[config.mk]
export PLATFORM = sky130hd
export DESIGN_NAME = pwm_controller
export DESIGN_NICKNAME = d
export VERILOG_FILES = /design/src/rtl/pwm_controller.sv
export SDC_FILE = /design/constraint.sdc
export NUM_CORES = 1
export LEC_CHECK = 0
export CORE_UTILIZATION = 55
export DETAILED_ROUTE_END_ITERATION = 12
export PLACE_DENSITY = 0.92
export SETUP_SLACK_MARGIN = 0.2
export SLEW_MARGIN = 5
export SYNTH_ARGS = -nofsm -noshare
export SYNTH_HDL_FRONTEND = slang
export SYNTH_SLANG_ARGS = --single-unit
[constraint.sdc]
create_clock -name clk -period 5 [get_ports clk]
set_input_delay 1 -clock clk [delete_from_list [all_inputs] [get_ports clk]]
set_output_delay 1 -clock clk [all_outputs]
set_load 0.01 [all_outputs]
[src/rtl/pwm_controller.sv]
// pwm_controller
//   Drives the 16 chip output pins from the SPI configuration registers.
//   A prescaler produces one count tick every PRESCALE_DIV clocks. An 8-bit
//   period counter advances on each tick, so one PWM period is
//   256*PRESCALE_DIV clocks.
//   Duty and enable values for PWM-mode bits are shadowed. They are applied
//   only at period boundaries, so a mid-period register write cannot produce
//   a glitch pulse. Output disable and static-high changes bypass the shadows
//   and take effect on the next clock.
//
// Optional feature (macro PWM_PERIOD_STATUS_EN):
//   Adds the output period_start. It is a registered one-clock pulse that
//   marks the first cycle on which pwm_out reflects newly loaded shadows.
//
// Parameters:
//   PRESCALE_DIV   clk cycles per PWM count tick, 1..65535
//   PRESCALE_W     prescaler counter width
//
// Ports:
//   clk              system clock
//   rst_n            asynchronous active-low reset
//   en_reg_out_7_0   output enable, bits 7:0
//   en_reg_out_15_8  output enable, bits 15:8
//   en_reg_pwm_7_0   PWM-mode enable, bits 7:0
//   en_reg_pwm_15_8  PWM-mode enable, bits 15:8
//   pwm_duty_cycle   shared duty value
//   pwm_out          registered output pins; bit i follows enable bit i
//   period_start     (PWM_PERIOD_STATUS_EN only) period start pulse
//
// The FSM state is held in `state` (IDLE/RUN) so that checkers can bind to it.

module pwm_controller #(
  parameter int unsigned PRESCALE_DIV = 13,
  parameter int unsigned PRESCALE_W   = 16
) (
  input  logic        clk,
  input  logic        rst_n,
  input  logic [7:0]  en_reg_out_7_0,
  input  logic [7:0]  en_reg_out_15_8,
  input  logic [7:0]  en_reg_pwm_7_0,
  input  logic [7:0]  en_reg_pwm_15_8,
  input  logic [7:0]  pwm_duty_cycle,
  output logic [15:0] pwm_out
`ifdef PWM_PERIOD_STATUS_EN
  ,
  output logic        period_start
`endif
);

  localparam logic [0:0] IDLE = 1'b0;
  localparam logic [0:0] RUN  = 1'b1;

  localparam logic [PRESCALE_W-1:0] PRE_LAST = PRESCALE_W'(PRESCALE_DIV - 1);
  localparam logic [PRESCALE_W-1:0] PRE_ONE  = PRESCALE_W'(1);

  logic [0:0]            state;
  logic [PRESCALE_W-1:0] pre_cnt;
  logic [7:0]            pwm_cnt;
  logic [7:0]            duty_sh;
  logic [15:0]           en_out_sh;
  logic [15:0]           en_pwm_sh;

  logic [15:0] en_out;
  logic [15:0] en_pwm;
  logic        run_req;
  logic        tick;
  logic        wrap;
  logic        shadow_load;
  logic        pwm_level;
  logic [15:0] pwm_next;

  assign en_out  = {en_reg_out_15_8, en_reg_out_7_0};
  assign en_pwm  = {en_reg_pwm_15_8, en_reg_pwm_7_0};
  assign run_req = |(en_out & en_pwm);

  // The counters are held at zero in IDLE, so ticks only exist in RUN.
  // This also covers PRESCALE_DIV=1, where pre_cnt==PRE_LAST always holds.
  assign tick = (state == RUN) && (pre_cnt == PRE_LAST);
  assign wrap = tick && (pwm_cnt == 8'hFF);

  // Shadows follow the live registers every cycle in IDLE and only at the
  // period boundary in RUN. The IDLE->RUN cycle is included in the IDLE case.
  assign shadow_load = (state == IDLE) || wrap;

  // Duty 0xFF is forced high so that full scale means always on. With the
  // plain compare it would be low on count 255.
  assign pwm_level = (duty_sh == 8'hFF) || (pwm_cnt < duty_sh);

  // Per-bit priority:
  //   en_out=0                    -> 0
  //   en_pwm=0                    -> 1 (static high)
  //   shadowed out & pwm enables  -> pwm_level
  //   otherwise                   -> 0
  // The last case is a bit newly put in PWM mode that is waiting for the
  // next period start.
  assign pwm_next = en_out & (~en_pwm | (en_out_sh & en_pwm_sh & {16{pwm_level}}));

  always_ff @(posedge clk or negedge rst_n) begin
    if (!rst_n) begin
      state <= IDLE;
    end else begin
      case (state)
        IDLE:    if (run_req) state <= RUN;
        RUN:     if (wrap && !run_req) state <= IDLE;
        default: state <= IDLE;
      endcase
    end
  end

  always_ff @(posedge clk or negedge rst_n) begin
    if (!rst_n) begin
      pre_cnt <= '0;
      pwm_cnt <= '0;
    end else if (state != RUN) begin
      pre_cnt <= '0;
      pwm_cnt <= '0;
    end else if (tick) begin
      // On a wrap, pwm_cnt rolls from 255 to 0. This leaves both counters
      // cleared whether the FSM stays in RUN or drops back to IDLE.
      pre_cnt <= '0;
      pwm_cnt <= pwm_cnt + 8'd1;
    end else begin
      pre_cnt <= pre_cnt + PRE_ONE;
    end
  end

  always_ff @(posedge clk or negedge rst_n) begin
    if (!rst_n) begin
      duty_sh   <= '0;
      en_out_sh <= '0;
      en_pwm_sh <= '0;
    end else if (shadow_load) begin
      duty_sh   <= pwm_duty_cycle;
      en_out_sh <= en_out;
      en_pwm_sh <= en_pwm;
    end
  end

  always_ff @(posedge clk or negedge rst_n) begin
    if (!rst_n) begin
      pwm_out <= '0;
    end else begin
      pwm_out <= pwm_next;
    end
  end

`ifdef PWM_PERIOD_STATUS_EN
  // Shadows load on edge N, and pwm_out first reflects them on edge N+1.
  // The load event is therefore delayed by one register so that the pulse
  // lines up with that pwm_out update.
  logic load_evt_q;

  always_ff @(posedge clk or negedge rst_n) begin
    if (!rst_n) begin
      load_evt_q   <= 1'b0;
      period_start <= 1'b0;
    end else begin
      load_evt_q   <= wrap || ((state == IDLE) && run_req);
      period_start <= load_evt_q;
    end
  end
`endif

endmodule

==> summary.md, run 1 <==
| Metric | Value |
|---|---|
| Worst Max-Slew Pin Slew | 0.990 ns |
| Worst-path cell chain | inv_1, ha_1, nor4b_2, nand4_1, o31ai_4, buf_4, mux2_1 |
| # hold bufs at CTS | 0 |
| RePlAce Congestion | 0.858 |
| Multiplexer share of the synthesized area | 0.118 |
| Seq cells post-synth | 81 |
| Drc violations | 0 |
| Fraction of layout cells with a size suffix above 1 | 0.0535 |
| Total number of vias | 2963 |
| Die ar. | 0.00743 sq mm |
| RSZ-0062 raised after global routing | no |
| Main synth FF type | dfrtp_1 |
| H-tree Lvls | 3 |
| Clk Latency, worst-skew pair | 0.36 ns |
| DIE WIDTH | 86.2 um |
| Crit path kind | flop to flop |
| Sum of buffers and inverters on the critical path | 2 |
| Ports | 58 |
| Area delta synth->final | 22.0% |
| Largest family of logic cells by synthesized area | compound AO/OA/AOI/OAI gates |
| Drt total wl | 8.41 mm |
| Initial Util | 0.571 |
| Pwr dens | 260 mW/mm^2 |
| Per-cell routed wire length | 16.6 um |
| Max-Cap Viols | 0 |
| Iteration-0 DRC Markers | 161 |
| CTS buffer count | 9 |
| Initial antenna violation count | 0 |
| Detailed Routing Iterations Pass 1 | 4 |
| Synth Area in Adders | 0.0321 |
| Crit share post-route | 0.569 |
| Simple-gate share of the synthesized area | 0.123 |
| Post-synth EDFFs | 0 |
| Post-Syn Instances | 347 |
| Slew headroom | 0.340 |
| Async S/R FF share, synth | 1.00 |
| Synth warnings | 0 |
| Fin. max-slew vios | 0 |
| Postcts setup bufs | 0 |
| First-pass GRT wire length | 14.4 mm |
| CP Max Fanout | 41 |
| Status | completed |
| XOR/XNOR Fraction of Synth Area | 0.0337 |
| Worst EP arrival | 3.08 ns |
| # nets final | 458 |
| Area of the core | 0.00683 sq mm |
| Synth cell types | 39 |
| CTS tree | built |
| Hold WC Path Type | flop to flop |
| Leakage | 2.18 nW |
| Post-Route Setup TNS | 0 ns |
| Final min period | 2.85 ns |
| Core Rows | 30 |
| Core Util, Final | 0.697 |
| Fin Clk Skew | 0.0148 ns |
| Syn Area/Cell | 11.2 sq um |
| Compound-Gate Fraction of Synth Area | 0.143 |
| Vias in the first global route | 3098 |
| CP top delay family | simple AND/OR/NAND/NOR gates |
| Setup crit end kind | flop |
| Syn_nets | 399 |
| Largest net degree at the start of global routing | 82 |
| Crit start category | flop |
| I/O Buffers | 57 |
| Via/cell ratio | 5.84 |
| Remaining global-route overflow | 0 |
| CTS sink cnt | 81 |
| Setup violations, final | 0 |
| Fill cells | 478 |
| Post-CTS resize count | 0 |
| VDD IR max | 0.180 mV |
| Final hold vios | 0 |
| Synthesized area | 0.00390 sq mm |
| Req. time, crit path | 5.24 ns |
| Worst hold margin | 0.491 ns |
| FMAX | 0.351 GHz |
| Clk slew on worst S/H paths | 0.08 ns |
| CTS max path bufs | 2 |
| Largest stage delay, worst path | 0.58 ns |
| Vert. Die Dim | 86.2 um |
| Seq/Total Area, Yosys | 0.520 |
| Routed Antenna Nets | 0 |
| HPWL after detailed placement | 5.74 mm |
| GRT Util Overall | 0.253 |
| CTS root buffer | clkbuf_8 |
| Slowest stage cell, crit path | nand4_1 |
| Antenna fix cells | 0 |
==> state kept, by name, summed over array words and instances, names as in the netlist <==
signal,flops
duty_sh,8
en_out_sh,16
en_pwm_sh,16
pre_cnt,16
pwm_cnt,8
pwm_out,16
state,1
==> Yosys cell counts (2+ instances only) <==
cell type  instances  area [sq um]
xor2_1             4          35.0
xnor2_1           11          96.3
o21ai_0            6          30.0
or4_1              4          30.0
nor4_1             6          37.5
a211o_1            2          17.5
o21a_1            17           128
a21boi_1           6          45.0
o31ai_1            3          22.5
and3_1             4          25.0
nand4_1            8          50.1
or3_1              2          12.5
nand2_1           25          93.8
nand3_1            6          30.0
nor2_1            34           128
a21oi_1            5          25.0
nor3_1             5          25.0
mux2_1            40           450
ha_1              10           125
o211a_1            4          40.0
a21boi_0           6          45.0
a221oi_1           3          26.3
dfrtp_1           81          2030
clkbuf_1           9          33.8
buf_4              4          30.0
a22oi_1            2          15.0
inv_1             14          52.6
o211ai_1          13          97.6
a22o_1             3          26.3
==> where the power goes <==
group	switching [W]	internal, W
Sequential	0.00000203	0.000661
Clock	0.000244	0.000247
Combinational	0.0000359	0.0000492
Total	0.000282	0.000957
==> per-layer routing <==
layer  wire (um)  track usage  vias up
li1            -            -     1370
met1        3590        0.328     1492
met2        4290        0.416       85
met3         345       0.0381       16
met4         186        0.130        0
met5           0            0        -
==> stage by stage <==
step	worst slack [ns]	std cells	power (W)	cell area (sq um)
2_1_floorplan	2.95	347	0.000693	3900
3_3_place_gp	2.27	491	0.000760	4550
3_5_place_dp	2.18	491	0.000761	4550
4_1_cts	2.19	507	0.00125	4760
5_1_grt	1.92	507	0.00128	4760
6_report	2.15	507	0.00124	4760
==> layout make-up <==
cell class / count / area, sq um / area share
inverter: 14 / 52.6 / 0.0110
tap: 96 / 120 / 0.0252
multi-input combinational: 239 / 1760 / 0.369
clock buffer: 11 / 141 / 0.0297
sequential: 81 / 2030 / 0.426
timing repair buffer: 61 / 598 / 0.126
clock inverter: 5 / 62.6 / 0.0131
==> placed cells by master, fill, tap and decap left out, types with 6 or more instances in the layout <==
cell and instances:
a21boi_0 6, clkbuf_8 10, o211ai_1 13, clkdlybuf4s50_1 56, o21a_1 17, nor4_1 6
xnor2_1 11, a21boi_1 6, nand4_1 8, ha_1 10, nor2_1 34, dfrtp_1 81
mux2_1 40, nand2_1 25, inv_1 14, nand3_1 6, o21ai_0 6
==> logic make-up after synthesis <==
family,after synthesis
mux,41
flops,81
xor+xnor,15
buf+inv,27
compound gates,74
simple gates,99
fa+ha+maj,10
==> worst paths after layout <==
check | start | slack [ns] | depth (start not counted) | to
worst max-delay path | pre_cnt[0] | 2.15 | 7 | en_pwm_sh[4]
worst min-delay path | en_out_sh[15] | 0.49 | 1 | en_out_sh[15]
worst max register to register | pre_cnt[0] | 2.15 | 7 | en_pwm_sh[4]
worst min register to register | en_out_sh[15] | 0.49 | 1 | en_out_sh[15]
max in group asynchronous | rst_n | 3.56 | 1 | state
min in group asynchronous | rst_n | 0.78 | 1 | pre_cnt[10]
No activity file was read; power rests on OpenSTA's default activity.
==> inputs of run 2 (changes only) <==
CORE_UTILIZATION = 54   (was 55)
PLACE_DENSITY = 0.91   (was 0.92)
clock period = 2.9 ns   (was 5 ns; I/O delays follow)
==> summary.md, run 2 (same netlist as run 1, synthesis figures left out) <==
| Metric | Value |
|---|---|
| Detailed Routing Iterations Pass 1 | 4 (unchanged) |
| HPWL after detailed placement | 5.83 mm (+1.6%) |
| VDD IR max | 0.235 mV (+30%) |
| Switching share of power | 0.217 (-0.0108) |
| Clk Latency, worst-skew pair | 0.35 ns (about the same) |
| Antenna fix cells | 0 (unchanged) |
| Sequential share of power | 0.516 (-0.019) |
| Die ar. | 0.00757 sq mm (+1.8%) |
| Slew headroom | 0.338 (-0.00244) |
| Largest net degree at the start of global routing | 82 (unchanged) |
| Vias in the first global route | 3116 (+0.58%) |
| Leakage | 2.21 nW (+1.1%) |
| Pwr dens | 461 mW/mm^2 (+77%) |
| Worst Max-Slew Pin Slew | 0.994 ns (+0.00366 ns) |
| Worst EP arrival | 2.52 ns (-0.56 ns) |
| Initial Util | 0.568 (-0.00312) |
| Share of total power in combinational logic | 0.066 (-0.003) |
| Hold WC Path Type | input port to asynchronous set/reset pin |
| Fraction of layout cells with a size suffix above 1 | 0.0583 (+0.00472) |
| Setup crit end kind | flop |
| Crit share post-route | 0.785 (+0.216) |
| Vert. Die Dim | 87.0 um (+0.90%) |
| Setup violations, final | 0 (unchanged) |
| # nets final | 459 (+0.22%) |
| CTS tree | built |
| Postcts setup bufs | 0 (unchanged) |
| Crit start category | flop |
| CTS root buffer | clkbuf_8 |
| # hold bufs at CTS | 0 (unchanged) |
| GRT Util Overall | 0.251 (-0.00193) |
| Core Rows | 30 (unchanged) |
| Remaining global-route overflow | 0 (unchanged) |
| RePlAce Congestion | 0.873 (+1.7%) |
| First-pass GRT wire length | 14.5 mm (+0.67%) |
| Iteration-0 DRC Markers | 255 (+58%) |
| Commonest non-fill, non-tap cells in the layout | dfrtp_1 (81), clkdlybuf4s50_1 (56), mux2_1 (40) |
| P_int | 0.00174 W (+81%) |
| Area of the core | 0.00687 sq mm (+0.55%) |
| Place WS | 0.658 ns (-1.53 ns) |
| Final min period | 2.28 ns (-0.570 ns) |
| Switching Power | 0.000481 W (+70%) |
| Area delta synth->final | 23.1% |
| Total number of vias | 2941 (-0.74%) |
| Dpl cell area | 0.00457 sq mm (+0.44%) |
| CTS buffer count | 9 (unchanged) |
| Crit path kind | flop to flop |
| Per-cell routed wire length | 16.6 um (+0.18%) |
| Post-Route Setup TNS | 0 ns (unchanged) |
| Ports | 58 (unchanged) |
| Routed Antenna Nets | 0 (unchanged) |
| Status | completed |
| Fin Clk Skew | 0.00710 ns (-0.00769 ns) |
| Worst setup margin | 0.624 ns (-1.53 ns) |
| Via/cell ratio | 5.79 (-0.94%) |
| I/O Buffers | 57 (unchanged) |
| Core Util, Final | 0.699 (+0.00257) |
| CTS sink cnt | 81 (unchanged) |
| FMAX | 0.439 GHz (+25%) |
| Commonest non-fill, non-tap cell in the layout | dfrtp_1 |
| Final Instance Area | 0.00480 sq mm (+0.92%) |
| Fin. max-slew vios | 0 (unchanged) |
| H-tree Lvls | 3 (unchanged) |
| Clk slew on worst S/H paths | 0.08 ns (about the same) |
| RSZ-0062 raised after global routing | no |
| CP Max Fanout | 41 (unchanged) |
| Initial antenna violation count | 0 (unchanged) |
| Post-CTS resize count | 0 (unchanged) |
| DIE WIDTH | 87.0 um (+0.90%) |
| Drc violations | 0 (unchanged) |
| Final hold vios | 0 (unchanged) |
| Drt total wl | 8.44 mm (+0.38%) |
| Max-Cap Viols | 0 (unchanged) |
| Clock Power Share | 0.418 (+0.021) |
| CTS max path bufs | 2 (unchanged) |
| Req. time, crit path | 3.14 ns (-2.10 ns) |
-- run 2: cell count changes in the layout (fill, tap and decap cells not counted), sizes merged --
| cell | previous run | this run |
|---|---|---|
| clkbuf | 11 | 10 |
| clkinv | 1 | 2 |
| clkinvlp | 2 | 1 |
| bufinv | 1 | 2 |
| buf | 5 | 6 |
-- run 2: metal layers --
metal  vias up  part of all wire  track usage
met3        22             0.045       0.0436
met5         -                 0            0
met2       100              0.51        0.410
met1      1450              0.42        0.322
met4         0             0.026        0.130
li1       1369                 -            -
-- run 2: path summary, 6_finish.rpt --
path	from	endpoint	slack, ns	depth (start not counted)
setup reg to reg	pre_cnt[0]	en_pwm_sh[13]	0.62	8
setup / recovery	pre_cnt[0]	en_pwm_sh[13]	0.62	8
hold / removal	rst_n	pre_cnt[12]	0.38	1
hold reg to reg	en_pwm_sh[11]	en_pwm_sh[11]	0.49	1
min in group clk	en_pwm_sh[11]	en_pwm_sh[11]	0.49	1
max in group asynchronous	rst_n	duty_sh[2]	1.87	1
-- run 2: area by class of cell --
| class | instances | area, sq um |
|---|---|---|
| Fill cell | 483 | 2070 |
| Sequential cell | 81 | 2030 |
| Multi-Input combinational cell | 239 | 1760 |
| Timing Repair Buffer | 62 | 618 |
| Clock buffer | 10 | 138 |
| Tap cell | 96 | 120 |
| Clock inverter | 6 | 90.1 |
| Inverter | 14 | 52.6 |
-- run 2: power by group through the flow --
| stage | Sequential [W] | Combinational, W | Clock, W |
|---|---|---|---|
| after floorplan | 0.00117 | 0.0000237 | 0 |
| after global placement | 0.00117 | 0.000146 | 0 |
| after detailed placement | 0.00117 | 0.000147 | 0 |
| after CTS | 0.00114 | 0.000148 | 0.000948 |
| after global routing | 0.00114 | 0.000159 | 0.000995 |
| final | 0.00114 | 0.000146 | 0.000927 |
-- run 2: per-stage QoR --
| step | hold slack (ns) | total power (W) | instances |
|---|---|---|---|
| 5_1_grt | 0.468 | 0.00230 | 508 |
| 3_3_place_gp | 0.467 | 0.00131 | 492 |
| 2_1_floorplan | 0.284 | 0.00120 | 347 |
| 4_1_cts | 0.424 | 0.00224 | 508 |
| 3_5_place_dp | 0.476 | 0.00131 | 492 |
| 6_report | 0.380 | 0.00222 | 508 |
-- run 2: critical path, stage by stage, from the launching register on --
cell and delay [ns]:
dfrtp_1 0.45, inv_1 0.09, ha_1 0.15, nor4b_2 0.19, nand4_1 0.11, buf_4 0.22
o31ai_4 0.30, buf_12 0.27, mux2_1 0.36
